## config.mk

```make
export PLATFORM = sky130hd
export DESIGN_NAME = ironhorse_audio_out
export DESIGN_NICKNAME = d
export VERILOG_FILES = /design/src/rtl/ironhorse_audio_pkg.sv /design/src/rtl/ironhorse_audio_dcblk.sv /design/src/rtl/ironhorse_audio_out.sv
export SDC_FILE = /design/constraint.sdc
export NUM_CORES = 1
export LEC_CHECK = 0
export ABC_CLOCK_PERIOD_IN_PS = 5500
export BUFFER_PORTS_ARGS = -buffer_cell sky130_fd_sc_hd__clkbuf_2
export CORE_MARGIN = 2
export CORE_UTILIZATION = 25
export CTS_BUF_LIST = sky130_fd_sc_hd__clkbuf_4 sky130_fd_sc_hd__clkbuf_8 sky130_fd_sc_hd__clkbuf_16
export CTS_CLUSTER_SIZE = 40
export DETAILED_ROUTE_END_ITERATION = 8
export PLACE_DENSITY = 0.46
export SLEW_MARGIN = 20
export SYNTH_ARGS = -nofsm -noshare
export SYNTH_HDL_FRONTEND = slang
export SYNTH_SLANG_ARGS = --single-unit
```

## constraint.sdc

```tcl
create_clock -name clk_49m -period 5.5 [get_ports clk_49m]
set_clock_uncertainty 0.05 [all_clocks]
set_input_delay 1.375 -clock clk_49m [delete_from_list [all_inputs] [get_ports clk_49m]]
set_output_delay 1.375 -clock clk_49m [all_outputs]
set_load 0.05 [all_outputs]
```

## src/rtl/ironhorse_audio_pkg.sv

```systemverilog
// Shared types, limits and the saturation helper for the Iron Horse audio output path.
// Optional DC blocker in this path is enabled with IRONHORSE_AUDIO_DCBLOCK_EN.
package ironhorse_audio_pkg;

  typedef logic signed [15:0] sample_t;

  localparam sample_t SAMPLE_MAX = 16'sh7FFF;
  localparam sample_t SAMPLE_MIN = 16'sh8000;

  // Clamp a wider signed value into the 16-bit sample range; callers sign-extend to 32 bits first.
  function automatic sample_t sat16(input logic signed [31:0] v);
    sample_t r;
    if (v > 32'sd32767) begin
      r = SAMPLE_MAX;
    end else if (v < -32'sd32768) begin
      r = SAMPLE_MIN;
    end else begin
      r = v[15:0];
    end
    return r;
  endfunction

endpackage

```

## src/rtl/ironhorse_audio_dcblk.sv

```systemverilog
// First-order DC blocker, stepped once per decimated sample.
// Only instantiated when IRONHORSE_AUDIO_DCBLOCK_EN is defined.
// y holds the stored (saturated) filter output, which is also the feedback term.
module ironhorse_audio_dcblk
  import ironhorse_audio_pkg::*;
#(
  parameter int DCB_K = 10
) (
  input  logic    clk_49m,
  input  logic    reset,
  input  logic    stb_in,
  input  sample_t x,
  output logic    stb_out,
  output sample_t y
);

  sample_t            x_prev;
  logic signed [19:0] y_next;

  // Filter equation evaluated at 20 bits so the difference terms cannot wrap before saturation.
  always_comb begin
    y_next = 20'(x) - 20'(x_prev) + 20'(y) - (20'(y) >>> DCB_K);
  end

  // Filter state advances only on an incoming sample; the strobe is delayed to match.
  always_ff @(posedge clk_49m or negedge reset) begin
    if (!reset) begin
      x_prev  <= '0;
      y       <= '0;
      stb_out <= 1'b0;
    end else begin
      stb_out <= stb_in;
      if (stb_in) begin
        x_prev <= x;
        y      <= sat16(32'(y_next));
      end
    end
  end

endmodule

```

## src/rtl/ironhorse_audio_out.sv

```systemverilog
// Iron Horse final audio stage: boxcar decimation of the mixed sound to 48kHz,
// 0..3-bit power-of-two gain with saturation, mute, and a one-clock sample strobe.
// Defining IRONHORSE_AUDIO_DCBLOCK_EN inserts a DC blocker before the gain stage,
// adding one clock of latency.
module ironhorse_audio_out
  import ironhorse_audio_pkg::*;
#(
  parameter int DIV      = 1024,
  parameter int LOG2_DIV = 10,
  parameter int DCB_K    = 10
) (
  input  logic               clk_49m,
  input  logic               reset,
  input  logic signed [15:0] in_sample,
  input  logic [1:0]         gain,
  input  logic               mute,
  output logic signed [15:0] out_sample,
  output logic               out_stb
);

  localparam int ACC_W = LOG2_DIV + 16;

  // Catch inconsistent decimation or filter parameters at elaboration.
  if (DIV != (1 << LOG2_DIV) || LOG2_DIV < 1 || LOG2_DIV > 12) begin : g_bad_div
    $error("ironhorse_audio_out: DIV must equal 2**LOG2_DIV within 2..4096");
  end
  if (DCB_K < 1 || DCB_K > 15) begin : g_bad_dcb
    $error("ironhorse_audio_out: DCB_K out of range");
  end

  logic [LOG2_DIV-1:0]     cnt;
  logic signed [ACC_W-1:0] acc;
  logic signed [ACC_W-1:0] acc_sum;
  logic                    win_end;
  sample_t                 avg_r;
  logic                    avg_stb;
  sample_t                 gain_in;
  logic                    gain_stb;
  logic signed [18:0]      shifted;

  // Running sum including the sample presented this clock, so the window-end edge
  // folds the last sample into the average without dropping it.
  always_comb begin
    win_end = (cnt == LOG2_DIV'(DIV - 1));
    acc_sum = acc + ACC_W'(in_sample);
  end

  // Accumulate every clock; at window end publish the floored mean and restart the window.
  // Taking the top 16 bits of the sum is the arithmetic shift right by LOG2_DIV.
  always_ff @(posedge clk_49m or negedge reset) begin
    if (!reset) begin
      cnt     <= '0;
      acc     <= '0;
      avg_r   <= '0;
      avg_stb <= 1'b0;
    end else begin
      avg_stb <= win_end;
      if (win_end) begin
        cnt   <= '0;
        acc   <= '0;
        avg_r <= acc_sum[ACC_W-1:LOG2_DIV];
      end else begin
        cnt <= cnt + LOG2_DIV'(1);
        acc <= acc_sum;
      end
    end
  end

`ifdef IRONHORSE_AUDIO_DCBLOCK_EN
  ironhorse_audio_dcblk #(
    .DCB_K (DCB_K)
  ) u_dcblk (
    .clk_49m (clk_49m),
    .reset   (reset),
    .stb_in  (avg_stb),
    .x       (avg_r),
    .stb_out (gain_stb),
    .y       (gain_in)
  );
`else
  assign gain_stb = avg_stb;
  assign gain_in  = avg_r;
`endif

  // Gain applied at 19 bits so a 3-bit shift of any sample is exact before clamping.
  always_comb begin
    shifted = 19'(gain_in) <<< gain;
  end

  // Output register: updates only on the strobe and holds in between; gain and mute
  // are looked at only on that edge.
  always_ff @(posedge clk_49m or negedge reset) begin
    if (!reset) begin
      out_sample <= '0;
      out_stb    <= 1'b0;
    end else begin
      out_stb <= gain_stb;
      if (gain_stb) begin
        out_sample <= mute ? '0 : sat16(32'(shifted));
      end
    end
  end

endmodule

```

# After elaboration in Yosys (flattened, before gate mapping)

Index checks and enable logic that the tools add are counted.

Register bits: 70
Bits in latches: 0
Bits in writable memories: 0
Bits in read-only memories: 0
Bits of input ports: 21
Output and inout bits: 17
Logic and storage cells: 17
Memories: 0

Add/sub/neg operators: 2
Multiply operators: 0
Divide/modulo/power cells: 0
$lt $le $gt $ge: 2
Eq/ne operators: 1
Shift operators: 1
Multiplexer cells: 5
Bitwise operators: 0
Reductions and logical operators: 0

Operators with widths:

| kind                                                                              | count |
|---|---|
| 16-bit two-way mux                                                                | 3 |
| 26-bit by 16-bit adder with 26-bit output                                         | 1 |
| 26-bit two-way mux                                                                | 1 |
| 19-bit by 16-bit greater-than comparator with 1-bit output, second input constant | 1 |
| 19-bit by 16-bit less-than comparator with 1-bit output, second input constant    | 1 |
| 16-bit by 2-bit <<< shifter with 19-bit output                                    | 1 |
| 10-bit by 1-bit adder with 10-bit output, second input constant                   | 1 |
| 10-bit == test, second input constant                                             | 1 |
| 10-bit two-way mux                                                                | 1 |

# Longest topological paths before layout

Depth in word-level cells: 5
Gate-level depth with buffers: 10
Depth with buffers taken out: 10

# Worst setup path before layout

OpenSTA, ideal clock, no wires.

Kind: input-to-reg
From: input in_sample[0]
To: register avg_r[12]
Library setup time: 0.131 ns
Arrival time: 3.004 ns
Data required time: 5.319 ns
Setup slack: 2.315 ns
Stages on the path: 10
Buffers on the path: 0
Cells stage by stage: ha_1 inv_1 fa_1 nand2b_1 a21oi_1 o2111ai_1 nand2_2 a41oi_1 xor2_1 o21ai_1

Cells in the longest elaborated chain, start to end: 1

RTL lines:

| what                                      | RTL line                  | source |
|---|---|---|
| from (decl)                               | ironhorse_audio_out.sv:14 | `input logic signed [15:0] in_sample,` |
| 26-bit by 16-bit adder with 26-bit output | ironhorse_audio_out.sv:45 | `acc_sum = acc + ACC_W'(in_sample);` |
| to (signal assigned)                      | ironhorse_audio_out.sv:61 | `avg_r <= acc_sum[ACC_W-1:LOG2_DIV];` |
| to (decl)                                 | ironhorse_audio_out.sv:35 | `sample_t avg_r;` |

Every way passes these cells.
A chain may end at the register's enable or synchronous reset.

# Worst setup path in the final report

From: input in_sample[15]
To: register acc[25]

Cells in the longest elaborated chain, start to end: 2

RTL lines:

| what                                      | RTL line                  | source |
|---|---|---|
| 26-bit by 16-bit adder with 26-bit output | ironhorse_audio_out.sv:45 |  |
| 26-bit two-way mux                        | ironhorse_audio_out.sv:58 | `if (win_end) begin` |
| to (signal assigned)                      | ironhorse_audio_out.sv:64 | `acc <= acc_sum;` |
| to (decl)                                 | ironhorse_audio_out.sv:32 | `logic signed [ACC_W-1:0] acc;` |

Every way passes these cells.

==> flow_metrics.tcl <==
set metrics [dict create \
    p_seq_share_pct 30.0 \
    cp_max_fo 11 \
    drc 0 \
    async_reset_ff_share_pct 100.0 \
    powerDensity_nw_per_um2 467.5 \
    layout_worst_path_cycle_share_pct 59.28 \
    worstMarginPinSlew_ps 1064 \
    tns_ps 0 \
    fmax_mhz 306.7 \
    power.share.combinational_pct 46.1 \
    cts_resized 0 \
    yosys_warnings 0 \
    yosys-top-cells-area "dfrtp_1 (43%), ha_1 (8.0%), a21oi_1 (5.8%)" \
    drt_iter0_drc 237 \
    cts-root-buf "clkbuf_16" \
    cts_setup_buffers 0 \
    outcome "finished clean" \
    setup_viol 0 \
    die_h_um 131.6 \
    internal-power_mw 1.347 \
    p_sw_share_pct 39.10 \
    hold_buffers 0 \
    std_cell_rows 46 \
    clock-sinks 70 \
    clk_latency_ps 340 \
    finalNetCount 527 \
    grt_pass1_wl_um 15930 \
    routedWlPerCell_um 13.47 \
    drt_first_pass_iters 4 \
    cts_tree "yes" \
    start_util_pct 25.62 \
    via_per_inst 4.610 \
    ys_ff_latch 70 \
    routed_wl_um 9403 \
    synth_fp_nets 496 \
    synth_edf_count 0 \
    netlist_area_um2 4070 \
    vdd_drop_max_uv 137.4 \
    most-common-layout-cells "dfrtp_1 (70), nand2_1 (46), a21oi_1 (46), nor2_1 (43), clkbuf_2 (36)" \
    drtAntennaViolNets 0 \
    ios 38 \
    port_buffers 37 \
    slew-limit-headroom_pct 29.01 \
    layout-drive-gt1-share_pct 13.28 \
    clock_path_buffers 2 \
    syn_area_per_cell_um2 9.085 \
    hold_end "cnt[8]" \
    antennaDiodeCount 0 \
    dp.cells 684 \
    place_congestion 0.8841 \
    p_clk_share_pct 23.9 \
    path_clk_slew_ps 50 \
    vias 3218 \
    die-area_um2 17320 \
    ys.flop_type "dfrtp_1" \
    synth_cell_types 42 \
    grt_max_degree 43 \
    htree_levels 3 \
    hold_depth 1 \
    synthCells 448 \
    dp_hpwl_um 6872 \
    core_area_um2 15890 \
    rrSetupSlack_ps 2990 \
    drv_slew 0 \
    syn_to_final_growth_pct 16.23 \
    final_common_cell "dfrtp_1" \
    worst_hold_path_type "reg -> reg" \
    switchingPower_uw 864.8 \
    worstRegToRegCells 7 \
    antenna_found_initial 0 \
    hold_violations 0 \
    critPathCaptureType "flip-flop" \
    critPathRequiredTime_ps 5620 \
    final_cells 698 \
    drv_cap 0 \
    crit_arrival_ps 3380 \
    ys_seq_area_share_pct 43.04 \
    numCtsBuffers 9 \
    grt_pass1_vias 3244 \
    path_class "in -> reg" \
    filler_cell_count 1725 \
    r2r_start "cnt[0]" \
    grt_use_total_pct 11.45 \
    leakage_nw 2.243 \
    yosysTopAreaCellShare_pct 43.04 \
    overflow 0 \
    synth_area_leader_cell "dfrtp_1" \
    rr_endpoint "acc[3]" \
    period_minus_slack_ps 3261 \
    hold_start "cnt[8]" \
    rsz0062_at_grt "false" \
    die_x_um 131.6 \
    startpoint_type "primary input" \
]
==> kinds of logic (layout without fill, tap and decap cells) <==
logic type	Yosys count	count (layout)	share of synthesized area, %
compound gates	137	137	20.20
buf+inv	43	77	4.181
xor+xnor	31	31	6.671
fa+ha+maj	27	27	8.484
simple gates	126	126	13.59
mux	14	14	3.843
flops	70	70	43.04
==> cell type report <==
| cell class | instances | area (um2) | share of cell area (%) |
|---|---|---|---|
| inverters | 24 | 90.09 | 1.904 |
| well taps | 216 | 270.3 | 5.713 |
| multi-input cells | 335 | 2152 | 45.49 |
| clock buffers | 12 | 254.0 | 5.369 |
| flip-flops and latches | 70 | 1752 | 37.03 |
| repair buffers | 39 | 202.7 | 4.285 |
| clock inverters | 2 | 10.01 | 0.2116 |
==> metrics by stage <==
stage                     power [mW]  utilization [%]  setup WS, ps  hold WS [ps]  cell area (um2)
after CTS                      2.233            29.74          2258         432.1             4725
after global placement         1.683            28.08          1929         406.7             4461
final                          2.212            29.78          2239         429.6             4731
after detailed placement       1.690            28.08          1909         421.4             4461
after floorplan                1.453                -          2315         301.9             4070
after global routing           2.400            29.78          2107         461.8             4731
==> registers in the layout (all words and copies together), names as in the netlist <==
name,flops
out_sample,16
out_stb,1
cnt,10
avg_stb,1
acc,26
avg_r,16
==> power groups by stage <==
stage / Sequential (mW) / Clock, mW / Combinational (mW)
finish: 0.664 / 0.529 / 1.02
global route: 0.672 / 0.572 / 1.16
CTS: 0.665 / 0.548 / 1.02
detailed placement: 0.670 / 0 / 1.02
global placement: 0.670 / 0 / 1.01
floorplan: 0.659 / 0 / 0.794
==> critical path, cell delays in order <==
cell and delay (ps):
clkbuf_2 210, ha_1 480, a21o_1 260, o21bai_1 190, a211o_1 310, a21oi_1 130
o21ai_1 90, xnor2_1 260, nor2_1 70
==> synthesized netlist by cell type, types with 4 or more instances <==
master	count
a21o_1	7
a21oi_1	47
a31oi_1	4
and2_1	4
and3_1	4
buf_2	7
clkbuf_1	11
dfrtp_1	70
ha_1	26
inv_1	24
mux2i_1	10
nand2_1	46
nand2b_1	5
nand3_1	9
nand4_1	4
nor2_1	43
nor2b_1	5
o21a_1	4
o21ai_0	32
o21ai_1	7
o22ai_1	16
xnor2_1	11
xor2_1	20
==> worst max-delay path by stage <==
stage             startpoint        end  slack, ps
2_1_floorplan   in_sample[0]  avg_r[12]       2320
3_3_place_gp   in_sample[15]    acc[25]       1930
3_5_place_dp   in_sample[15]    acc[25]       1910
4_1_cts        in_sample[15]    acc[25]       2260
5_1_grt         in_sample[1]   avg_r[1]       2110
6_report       in_sample[15]    acc[25]       2240
==> routing by layer <==
metal | part of all wire, % | track usage, % | vias to the layer above | routed length, um
met2 | 45 | 18.18 | 52 | 4250
met5 | 0 | 0 | - | 0
met1 | 50 | 14.75 | 1517 | 4659
met3 | 3.1 | 2.816 | 15 | 290
met4 | 2.1 | 5.072 | 0 | 202
li1 | - | - | 1634 | -
Power figures use the tool's default switching activity.
